===== config.mk =====
export PLATFORM = sky130hd
export DESIGN_NAME = dac_spi_multi_out_flat
export DESIGN_NICKNAME = d
export VERILOG_FILES = /design/src/rtl/dac_spi_multi_out_if.sv /design/src/rtl/dac_spi_multi_out.sv /design/src/flat_wrapper.sv
export SDC_FILE = /design/constraint.sdc
export NUM_CORES = 1
export LEC_CHECK = 0
export CORE_ASPECT_RATIO = 1.2
export CORE_MARGIN = 2
export CORE_UTILIZATION = 57
export CTS_CLUSTER_DIAMETER = 200
export DETAILED_ROUTE_END_ITERATION = 6
export HOLD_SLACK_MARGIN = 0.06
export PLACE_DENSITY_LB_ADDON = 0.1
export SYNTH_ARGS = -nofsm -noshare
export SYNTH_HDL_FRONTEND = slang
export SYNTH_SLANG_ARGS = --single-unit

===== constraint.sdc =====
create_clock -name i_Clock -period 11.15 [get_ports i_Clock]
set_input_delay 1.6725 -clock i_Clock [delete_from_list [all_inputs] [get_ports i_Clock]]
set_output_delay 1.6725 -clock i_Clock [all_outputs]
set_load 0.01 [all_outputs]

===== src/rtl/dac_spi_multi_out_if.sv =====
// rtl/dac_spi_multi_out_if.sv - load/status/SPI pin bundle for the multi-channel DAC SPI master
interface dac_spi_multi_out_if #(
  parameter int WORD_BITS = 24,
  parameter int CHANNELS  = 4
);
  localparam int CH_W = (CHANNELS > 1) ? $clog2(CHANNELS) : 1;

  logic [CHANNELS*WORD_BITS-1:0] i_Data;
  logic [CHANNELS-1:0]           i_Load;
  logic [CHANNELS-1:0]           o_Pending;
  logic                          o_Busy;
  logic [CH_W-1:0]               o_Channel;
  logic                          o_Frame_Done;
  logic                          o_SPI_CS;
  logic                          o_SPI_Clock;
  logic                          o_SPI_Data;

  modport master (
    output i_Data, i_Load,
    input  o_Pending, o_Busy, o_Channel, o_Frame_Done, o_SPI_CS, o_SPI_Clock, o_SPI_Data
  );

  modport slave (
    input  i_Data, i_Load,
    output o_Pending, o_Busy, o_Channel, o_Frame_Done, o_SPI_CS, o_SPI_Clock, o_SPI_Data
  );
endinterface


===== src/rtl/dac_spi_multi_out.sv =====
// rtl/dac_spi_multi_out.sv - multi-channel SPI DAC writer, latest-value holding regs, round-robin frames
module dac_spi_multi_out #(
  parameter int WORD_BITS = 24,
  parameter int CHANNELS  = 4,
  parameter int CLK_DIV   = 5,
  parameter bit CPOL      = 1'b1,
  parameter bit MSB_FIRST = 1'b1,
  parameter int CS_GAP    = 2
) (
  input  logic             i_Clock,
  input  logic             i_Reset,
  dac_spi_multi_out_if.slave bus
);
  localparam int CH_W  = (CHANNELS > 1) ? $clog2(CHANNELS) : 1;
  localparam int DIV_W = (CLK_DIV > 1) ? $clog2(CLK_DIV) : 1;
  localparam int BIT_W = $clog2(WORD_BITS);
  localparam int GAP_W = (CS_GAP > 1) ? $clog2(CS_GAP) : 1;

  typedef enum logic [2:0] {IDLE, SETUP, SHIFT, HOLD, GAP} state_t;

  state_t                             state_q;
  logic [CHANNELS-1:0][WORD_BITS-1:0] hold_q;
  logic [CHANNELS-1:0]                pend_q;
  logic [WORD_BITS-1:0]               sr_q;
  logic [DIV_W-1:0]                   div_q;
  logic [BIT_W-1:0]                   bit_q;
  logic                               phase_q;
  logic [GAP_W-1:0]                   gap_q;
  logic [CH_W-1:0]                    rr_q, chan_q;
  logic                               cs_q, sclk_q, mosi_q, busy_q, done_q;

  logic                               sel_vld_d;
  logic [CH_W-1:0]                    sel_ch_d, rr_d;
  logic [CH_W:0]                      arb_idx_d;
  logic [CHANNELS-1:0]                clr_d;
  logic                               half_wrap;

  assign half_wrap = (div_q == DIV_W'(CLK_DIV - 1));

  function automatic logic word_bit(input logic [WORD_BITS-1:0] w, input logic [BIT_W-1:0] b);
    logic [BIT_W-1:0] idx;
    idx = MSB_FIRST ? (BIT_W'(WORD_BITS - 1) - b) : b;
    return w[idx];
  endfunction

  // Descending scan so the smallest offset from the RR pointer wins.
  always_comb begin
    sel_vld_d = 1'b0;
    sel_ch_d  = '0;
    arb_idx_d = '0;
    for (int i = CHANNELS - 1; i >= 0; i--) begin
      arb_idx_d = {1'b0, rr_q} + (CH_W + 1)'(i);
      if (arb_idx_d >= (CH_W + 1)'(CHANNELS)) arb_idx_d = arb_idx_d - (CH_W + 1)'(CHANNELS);
      if (pend_q[arb_idx_d[CH_W-1:0]]) begin
        sel_vld_d = 1'b1;
        sel_ch_d  = arb_idx_d[CH_W-1:0];
      end
    end
    rr_d  = (sel_ch_d == CH_W'(CHANNELS - 1)) ? '0 : sel_ch_d + CH_W'(1);
    clr_d = '0;
    if (state_q == IDLE && sel_vld_d) clr_d[sel_ch_d] = 1'b1;
  end

  always_ff @(posedge i_Clock or posedge i_Reset) begin
    if (i_Reset) begin
      state_q <= IDLE;
      hold_q  <= '0;
      pend_q  <= '0;
      sr_q    <= '0;
      div_q   <= '0;
      bit_q   <= '0;
      phase_q <= 1'b0;
      gap_q   <= '0;
      rr_q    <= '0;
      chan_q  <= '0;
      cs_q    <= 1'b1;
      sclk_q  <= CPOL;
      mosi_q  <= 1'b0;
      busy_q  <= 1'b0;
      done_q  <= 1'b0;
    end else begin
      done_q <= 1'b0;
      for (int n = 0; n < CHANNELS; n++) begin
        if (bus.i_Load[n]) hold_q[n] <= bus.i_Data[n*WORD_BITS +: WORD_BITS];
      end
      // A load on the channel being picked re-arms it with the new word.
      pend_q <= (pend_q & ~clr_d) | bus.i_Load;
      div_q  <= (state_q == IDLE || half_wrap) ? '0 : div_q + DIV_W'(1);

      case (state_q)
        IDLE: begin
          if (sel_vld_d) begin
            sr_q    <= hold_q[sel_ch_d];
            mosi_q  <= word_bit(hold_q[sel_ch_d], '0);
            chan_q  <= sel_ch_d;
            rr_q    <= rr_d;
            cs_q    <= 1'b0;
            busy_q  <= 1'b1;
            bit_q   <= '0;
            phase_q <= 1'b0;
            state_q <= SETUP;
          end
        end
        SETUP: if (half_wrap) state_q <= SHIFT;
        SHIFT: begin
          if (half_wrap) begin
            if (!phase_q) begin
              sclk_q  <= ~CPOL;
              phase_q <= 1'b1;
            end else begin
              sclk_q  <= CPOL;
              phase_q <= 1'b0;
              if (bit_q == BIT_W'(WORD_BITS - 1)) begin
                state_q <= HOLD;
              end else begin
                bit_q  <= bit_q + BIT_W'(1);
                mosi_q <= word_bit(sr_q, bit_q + BIT_W'(1));
              end
            end
          end
        end
        HOLD: begin
          if (half_wrap) begin
            cs_q    <= 1'b1;
            mosi_q  <= 1'b0;
            done_q  <= 1'b1;
            gap_q   <= '0;
            state_q <= GAP;
          end
        end
        GAP: begin
          if (half_wrap) begin
            if (gap_q == GAP_W'(CS_GAP - 1)) begin
              busy_q  <= 1'b0;
              state_q <= IDLE;
            end else begin
              gap_q <= gap_q + GAP_W'(1);
            end
          end
        end
        default: state_q <= IDLE;
      endcase
    end
  end

  assign bus.o_Pending    = pend_q;
  assign bus.o_Busy       = busy_q;
  assign bus.o_Channel    = chan_q;
  assign bus.o_Frame_Done = done_q;
  assign bus.o_SPI_CS     = cs_q;
  assign bus.o_SPI_Clock  = sclk_q;
  assign bus.o_SPI_Data   = mosi_q;
endmodule


===== src/flat_wrapper.sv =====
// flat-port wrapper written by rule: the top's interface ports become plain ports
module dac_spi_multi_out_flat 
#(
  parameter int WORD_BITS = 24,
  parameter int CHANNELS  = 4,
  parameter int CLK_DIV   = 5,
  parameter bit CPOL      = 1'b1,
  parameter bit MSB_FIRST = 1'b1,
  parameter int CS_GAP    = 2
)
  (i_Clock, i_Reset, bus_i_Data, bus_i_Load, bus_o_Pending, bus_o_Busy, bus_o_Channel, bus_o_Frame_Done, bus_o_SPI_CS, bus_o_SPI_Clock, bus_o_SPI_Data);
  dac_spi_multi_out_if #(.WORD_BITS(WORD_BITS), .CHANNELS(CHANNELS)) bus_i ();
  input  logic i_Clock;
  input  logic i_Reset;
  input wire logic [$bits(bus_i.i_Data)-1:0] bus_i_Data;
  input wire logic [$bits(bus_i.i_Load)-1:0] bus_i_Load;
  output wire logic [$bits(bus_i.o_Pending)-1:0] bus_o_Pending;
  output wire logic [$bits(bus_i.o_Busy)-1:0] bus_o_Busy;
  output wire logic [$bits(bus_i.o_Channel)-1:0] bus_o_Channel;
  output wire logic [$bits(bus_i.o_Frame_Done)-1:0] bus_o_Frame_Done;
  output wire logic [$bits(bus_i.o_SPI_CS)-1:0] bus_o_SPI_CS;
  output wire logic [$bits(bus_i.o_SPI_Clock)-1:0] bus_o_SPI_Clock;
  output wire logic [$bits(bus_i.o_SPI_Data)-1:0] bus_o_SPI_Data;
  assign bus_i.i_Data = bus_i_Data;
  assign bus_i.i_Load = bus_i_Load;
  assign bus_o_Pending = bus_i.o_Pending;
  assign bus_o_Busy = bus_i.o_Busy;
  assign bus_o_Channel = bus_i.o_Channel;
  assign bus_o_Frame_Done = bus_i.o_Frame_Done;
  assign bus_o_SPI_CS = bus_i.o_SPI_CS;
  assign bus_o_SPI_Clock = bus_i.o_SPI_Clock;
  assign bus_o_SPI_Data = bus_i.o_SPI_Data;
  dac_spi_multi_out #(.WORD_BITS(WORD_BITS), .CHANNELS(CHANNELS), .CLK_DIV(CLK_DIV), .CPOL(CPOL), .MSB_FIRST(MSB_FIRST), .CS_GAP(CS_GAP)) u_core (.i_Clock(i_Clock), .i_Reset(i_Reset), .bus(bus_i));
endmodule

* Yosys cells after proc, flatten, opt, wreduce, memory -nomap -nowiden
Cells that the tools add are included.
Word-level totals: register bits after elaboration 146, output and inout port bits 11, input bits 102, logic and storage cells 143
Operators by class: reductions and logical operators 18, muxes and demuxes 65, bitwise operators 3, $add $sub $neg 12, $lt $le $gt $ge 11, equality and inequality tests 16
Operators with widths (number):
- binary-select mux 24 bit (select 2 bit) | 1
- 2-to-1 mux 1 bit | 27
- 2-to-1 mux 3 bit | 9
- 2-to-1 mux 24 bit | 1
- 2-to-1 mux 5 bit | 4
- 2-to-1 mux 2 bit | 9
- inequality test 2 x 1 -> 1 bit (second input constant) | 8
- < comparator 2 x 3 -> 1 bit (second input constant) | 5
- case mux 3 bit (5 select lines) | 1
- case mux 5 bit (2 select lines) | 1
- greater-or-equal comparator 3 bit (second input constant) | 3
- AND reduction 3 bit | 3
- binary-select mux 1 bit (select 2 bit) | 4
- case mux 1 bit (2 select lines) | 4
- AND reduction 8 bit | 1
- nonzero test 2 bit | 4
- subtractor 2 x 1 -> 2 bit (second input constant) | 4
- adder 2 x 2 -> 3 bit (second input constant) | 2
- equality test 3 x 2 -> 1 bit (second input constant) | 2
- equality test 3 bit (second input constant) | 2
- < comparator 5 x 6 -> 1 bit (second input constant) | 1
- AND reduction 6 bit | 1
- adder 5 x 1 -> 5 bit (second input constant) | 1
- binary-select mux 1 bit (select 5 bit) | 1
- other kinds (24) | 26

* Logic depth before layout (Yosys ltp)
Gate-level depths: netlist (run 1).
word-level depth 17, mapped depth 8

* Worst setup path before layout (run 1)
Ideal clock, no wire load.
kind input -> register, from input bus_i_Load[2], to register u_core.hold_q[55] in the netlist's numbering, buffers on the path 2, stages 3, arrival 2.653 ns, required time 11.025 ns, setup slack 8.372 ns, cells stage by stage clkbuf_1 > clkbuf_1 > mux2_2
RTL lines:
- start, declared | RTL line flat_wrapper.sv:16 | input wire logic [$bits(bus_i.i_Load)-1:0] bus_i_Load;
- end signal, assigned by index | RTL line dac_spi_multi_out.sv:84 | if (bus.i_Load[n]) hold_q[n] <= bus.i_Data[n*WORD_BITS +: WORD_BITS];
- end, declared | RTL line dac_spi_multi_out.sv:22 | logic [CHANNELS-1:0][WORD_BITS-1:0] hold_q;
No word-level cell between the ends.

* Worst setup path after layout (run 1)
from register u_core.pend_q[3] (netlist: u_core.bus.o_Pending[3]), to output bus_o_Pending[3]
RTL lines:
- start, declared | RTL line dac_spi_multi_out.sv:23 | logic [CHANNELS-1:0] pend_q;
- start signal, assigned | RTL line dac_spi_multi_out.sv:87 | pend_q <= (pend_q & ~clr_d) | bus.i_Load;
- end, declared | RTL line flat_wrapper.sv:17 | output wire logic [$bits(bus_i.o_Pending)-1:0] bus_o_Pending;
No word-level cell between the ends.

==> results of run 1 <==
==> flip-flops by register name (all words and copies together) (netlist names), 2 cells and up <==
register and flops:
u_core.rr_q 2, u_core.bit_q 5, u_core.state_q 3, u_core.bus.o_Channel 2
u_core.bus.o_Pending 4, u_core.sr_q 24, u_core.div_q 3, u_core.hold_q 96
==> cells by family (layout without fill, tap and decap cells) <==
| group | after synthesis | count (layout) | share of synthesized area (%) |
|---|---|---|---|
| flops | 146 | 146 | 54.4 |
| fa+ha+maj | 3 | 3 | 0.558 |
| simple gates | 85 | 85 | 5.73 |
| buf+inv | 44 | 158 | 3.09 |
| mux | 176 | 176 | 29.5 |
| xor+xnor | 6 | 6 | 0.782 |
| compound gates | 62 | 62 | 5.94 |
==> layout make-up <==
cell class | instances | area (um^2)
Sequential cell | 146 | 3660
Fill cell | 820 | 3040
Multi-Input combinational cell | 332 | 2860
Timing Repair Buffer | 118 | 1170
Clock buffer | 26 | 499
Tap cell | 157 | 196
Clock inverter | 6 | 55.1
Inverter | 8 | 35.0
==> cells in the mapped netlist, drive strengths merged, types with 4 or more instances <==
cell      n
nand3     9
mux4      6
inv       8
o21ai    38
clkbuf   18
nor2     11
nor3      4
nand2    45
mux2    119
buf      18
dfrtp   144
mux2i    51
==> power breakdown <==
group | internal [mW] | switching (mW) | leakage, nW
combinational | 0.0786 | 0.0451 | 1.62
clock | 0.329 | 0.197 | 0.278
sequential | 0.570 | 0.0203 | 1.74
==> layout by cell type, fill, tap and decap left out, types with 9 or more instances in the layout <==
cell / netlist / layout
dfrtp_1: 144 / 144
mux2_2: 119 / 119
clkdlybuf4s50_1: 0 / 112
mux2i_1: 51 / 51
nand2_1: 45 / 44
o21ai_0: 21 / 21
clkbuf_16: 0 / 17
o21ai_1: 13 / 13
nor2_1: 11 / 11
nand3_1: 9 / 9
==> worst register-to-register path: stages (launching register included) <==
cell	delay, ns
dfrtp_1	0.52
nor3_1	0.54
nand2_2	0.68
o31ai_1	0.55
nand2b_1	0.09
==> through the flow <==
step	instances	util (%)	instance area [um^2]	hold WS [ns]	worst slack, ns
floorplan	522	-	6720	0.443	5.56
global placement	761	68.8	7920	0.454	7.70
detailed placement	761	68.8	7920	0.463	7.67
CTS	793	73.6	8470	0.475	7.97
global route	793	73.6	8470	0.490	7.88
finish	793	73.6	8470	0.471	7.97
==> path summary, 6_finish.rpt <==
| check | startpoint | end | slack, ns | cells past startpoint |
|---|---|---|---|---|
| setup / recovery | u_core.bus.o_Pending[3] | bus_o_Pending[3] | 7.97 | 1 |
| hold / removal | u_core.sr_q[5] | u_core.sr_q[5] | 0.47 | 2 |
| setup reg to reg | u_core.state_q[1] | u_core.bus.o_Pending[0] | 8.65 | 4 |
| hold reg to reg | u_core.sr_q[5] | u_core.sr_q[5] | 0.47 | 2 |
| max in group asynchronous | i_Reset | u_core.hold_q[71] | 8.16 | 3 |
| min in group asynchronous | i_Reset | u_core.hold_q[90] | 1.80 | 2 |
==> layer usage <==
layer  up-vias  routed length, um
li1       2062                  -
met1      2228               5900
met2        90               7470
met3        16                463
met4         0                184
met5         -                  0
==> results.json, run 1 <==
{
  "setup_violations": 0,
  "rows": 43,
  "ys_ff_latch": 146,
  "yosysWarningCount": 0,
  "yosys.cell_types.count": 47,
  "first_pass_iters": 4,
  "die_h_um": 123,
  "powerDensity_nw_per_um2": 146,
  "synth_ff_type": "dfrtp_1",
  "postCtsSetupBuffers": 0,
  "fin_crit_sh_pct": 28.6,
  "dp.final_hpwl_um": 9150,
  "layout.nets": 728,
  "vias_per_cell": 5.54,
  "grt_busiest_layer": "met2",
  "crit_arrival_ns": 1.51,
  "clock_latency_ns": 0.41,
  "cpMaxStageDelayCell": "clkdlybuf4s50_1",
  "htreeDepth": 4,
  "initial_core_util_pct": 58.4,
  "finalSetupTns_ns": 0,
  "status": "complete, no violations",
  "drive_above_1_share_pct": 26.4,
  "clk_pin_slew_ns": 0.05,
  "ant_nets": 0,
  "max_stage_delay_ns": 0.60,
  "slew_violations": 0,
  "grt_pass1_wl_um": 23200,
  "gp_congestion": 0.828,
  "hold_buffers": 0,
  "antenna_found_initial": 0,
  "synthCells": 522,
  "drv_cap": 0,
  "grt_util_all_layers_pct": 24.2,
  "worst_slew_pin_slew_ns": 1.12,
  "grt_max_degree": 99,
  "coreArea_um2": 11500,
  "grt_pass1_vias": 4698,
  "cp_max_fo": 7,
  "worstSetupPathType": "flip-flop to output pin",
  "areaGrowthSynthToFinish_pct": 26.0,
  "routed-via-count": 4396,
  "p_leak_nw": 3.64,
  "relSlewSlack_pct": 25.5,
  "dieArea_um2": 12700,
  "skew_ns": 0.00697,
  "start_kind": "flip-flop",
  "clock.fmax_ghz": 0.314,
  "ioPinCount": 113,
  "crit_path_end_kind": "output pin",
  "synth_edf_count": 0,
  "cts_made_buffers": 17,
  "drc": 0,
  "ys_top_cells_by_area": "dfrtp_1 (54%), mux2_2 (20%), mux2i_1 (7.6%)",
  "post_cts_resized": 0,
  "cp_top_family": "buffers and inverters",
  "worstPathBufferInverterCount": 1,
  "ys_seq_area_share_pct": 54.4,
  "period_needed_ns": 3.18,
  "peakVddDrop_v": 0.0000913,
  "power_mw": 1.24,
  "cp_cell_sequence": "clkdlybuf4s50_1",
  "wirelength_um": 14000,
  "hold_path_class": "flip-flop to flip-flop",
  "wl_per_cell_um": 17.7,
  "portBuffers": 112,
  "synth_top_area_cell": "dfrtp_1",
  "chipWidth_um": 103,
  "drtIter0Drc": 184,
  "finalHoldViolations": 0,
  "gr-usage-met1_pct": 30.8,
  "syn_area_um2": 6720,
  "diodes": 0,
  "cts_tree": "yes",
  "use_met2_pct": 42.2,
  "syn-num-nets": 627,
  "overflow": 0,
  "cts.sinks": 146,
  "worstPathRequired_ns": 9.48,
  "met3_usage_pct": 4.64,
  "async_flop_share_pct": 100,
  "cts-root-buf": "clkbuf_16",
  "clock_path_buffers": 2,
  "synth_top_area_share_pct": 53.6,
  "rsz0062_at_grt": "false",
  "syn_avg_cell_area_um2": 12.9
}
No activity file was read; power rests on OpenSTA's default activity.
==> run 2: changes to the inputs <==
--- a/config.mk
+++ b/config.mk
@@ -7,7 +7,7 @@
 export LEC_CHECK = 0
 export CORE_ASPECT_RATIO = 1.2
 export CORE_MARGIN = 2
-export CORE_UTILIZATION = 57
+export CORE_UTILIZATION = 53
 export CTS_CLUSTER_DIAMETER = 200
 export DETAILED_ROUTE_END_ITERATION = 6
 export HOLD_SLACK_MARGIN = 0.06
==> constraint.sdc (replaced) <==
create_clock -name i_Clock -period 2.94 [get_ports i_Clock]
set_input_delay 0.441 -clock i_Clock [delete_from_list [all_inputs] [get_ports i_Clock]]
set_output_delay 0.441 -clock i_Clock [all_outputs]
set_load 0.01 [all_outputs]
==> results.json, run 2 (same netlist as run 1, synthesis figures left out) <==
{
  "rr_startpoint": "u_core.state_q[1]",
  "drv_cap": 0,
  "chipWidth_um": 107,
  "cts.sinks": 146,
  "clock_latency_ns": 0.41,
  "grt_pass1_wl_um": 24600,
  "initial_core_util_pct": 53.8,
  "powerDensity_nw_per_um2": 571,
  "status": "complete, no violations",
  "peakVddDrop_v": 0.000368,
  "wl_per_cell_um": 18.4,
  "crit_path_end_kind": "flip-flop",
  "cts_tree": "yes",
  "clock_path_buffers": 2,
  "period_needed_ns": 2.31,
  "final_area_um2": 8600,
  "routed-via-count": 4431,
  "wirelength_um": 14800,
  "dieArea_um2": 13600,
  "first_pass_iters": 4,
  "worstSetupPathType": "flip-flop to flip-flop",
  "portBuffers": 112,
  "post_cts_resized": 0,
  "ant_nets": 0,
  "dp.final_hpwl_um": 10200,
  "vias_per_cell": 5.50,
  "holdWs_ns": 0.389,
  "cts-root-buf": "clkbuf_16",
  "overflow": 0,
  "cp_max_fo": 29,
  "rsz0062_at_grt": "false",
  "hold_buffers": 0,
  "layout_commonest_cell": "dfrtp_1",
  "drc": 0,
  "finalHoldViolations": 0,
  "drtIter0Drc": 214,
  "seq_area_um2": 3660,
  "start_kind": "flip-flop",
  "post-place-ws_ns": 0.642,
  "ioPinCount": 113,
  "cts_made_buffers": 17,
  "hold_path_class": "input pin to async pin",
  "relSlewSlack_pct": 56.2,
  "multi_input_area_um2": 2860,
  "layout.nets": 735,
  "final_cells": 805,
  "postCtsSetupBuffers": 0,
  "worst_slew_pin_slew_ns": 0.657,
  "diodes": 0,
  "placed_area_um2": 8000,
  "clock.fmax_ghz": 0.433,
  "reg_top3": "u_core.hold_q (96), u_core.sr_q (24), u_core.bit_q (5)",
  "antenna_found_initial": 0,
  "power_mw": 4.91,
  "grt_max_degree": 74,
  "worstPathRequired_ns": 3.23,
  "rows": 45,
  "final_cell_mix": "dfrtp_1 (144), mux2_2 (119), clkdlybuf4s50_1 (112)",
  "reg2reg_depth": 5,
  "drive_above_1_share_pct": 27.6,
  "largest_reg_flops": 96,
  "fill_cells": 930,
  "htreeDepth": 4,
  "die_h_um": 127,
  "finalSetupTns_ns": 0,
  "place_inst": 775,
  "r2r_end": "u_core.bus.o_Pending[0]",
  "fin_crit_sh_pct": 78.6,
  "slew_violations": 0,
  "fin_util_pct": 68.8,
  "clk_pin_slew_ns": 0.06,
  "skew_ns": 0.00644,
  "gp_congestion": 0.896,
  "coreArea_um2": 12500,
  "largest_register": "u_core.hold_q",
  "grt_util_all_layers_pct": 23.7,
  "setup_violations": 0,
  "grt_pass1_vias": 4803,
  "areaGrowthSynthToFinish_pct": 27.9,
  "crit_arrival_ns": 2.60,
  "p_leak_nw": 3.68,
  "reg2reg_slack_ns": 0.63,
  "postLayoutSetupSlackWorst_ns": 0.630
}
[run 2: changes by cell type in the layout (fill, tap and decap cells not counted), sizes merged]
cell / change
buf: +7
clkbuf: -5
clkinvlp: +4
bufinv: +2
clkinv: -2
inv: -1
[run 2: worst max-delay path by stage]
stage | start | endpoint | slack (ns) | cells past startpoint
after floorplan | i_Reset | u_core.bit_q[0] | 0.67 | 1
after global placement | u_core.state_q[1] | u_core.bus.o_Pending[0] | 0.65 | 5
after detailed placement | u_core.bus.o_Pending[1] | u_core.sr_q[12] | 0.64 | 6
after CTS | u_core.bus.o_Pending[1] | u_core.sr_q[13] | 0.60 | 6
after global routing | u_core.state_q[1] | u_core.bus.o_Pending[0] | 0.33 | 5
final | u_core.state_q[1] | u_core.bus.o_Pending[0] | 0.63 | 5
[run 2: where the power goes]
| group | total, mW | internal (mW) | switching [mW] |
|---|---|---|---|
| clock network | 2.19 | 1.39 | 0.802 |
| logic | 0.472 | 0.302 | 0.171 |
| registers | 2.25 | 2.16 | 0.0856 |
[run 2: worst max-delay path: stages (launching register included)]
cell and delay, ns:
dfrtp_1 0.52, nor3_1 0.56, nand2_2 0.48, buf_12 0.32
o31ai_1 0.22, nand2b_1 0.08
[run 2: cell type report]
cell class / instances / area share (%)
timing repair buffer: 125 / 14.5
tap: 164 / 2.39
multi-input combinational: 332 / 33.3
clock inverter: 9 / 1.53
clock buffer: 21 / 5.47
inverter: 8 / 0.393
sequential: 146 / 42.5
[run 2: metal layers]
metal  part of all wire (%)  routed length, um  GRT usage (%)  vias up
li1                       -                  -              -     2071
met1                     41               6130           29.7     2228
met2                     53               7800           40.6      107
met3                    3.7                549           5.26       25
met4                    2.2                323           8.48        0
met5                      0                  0              0        -
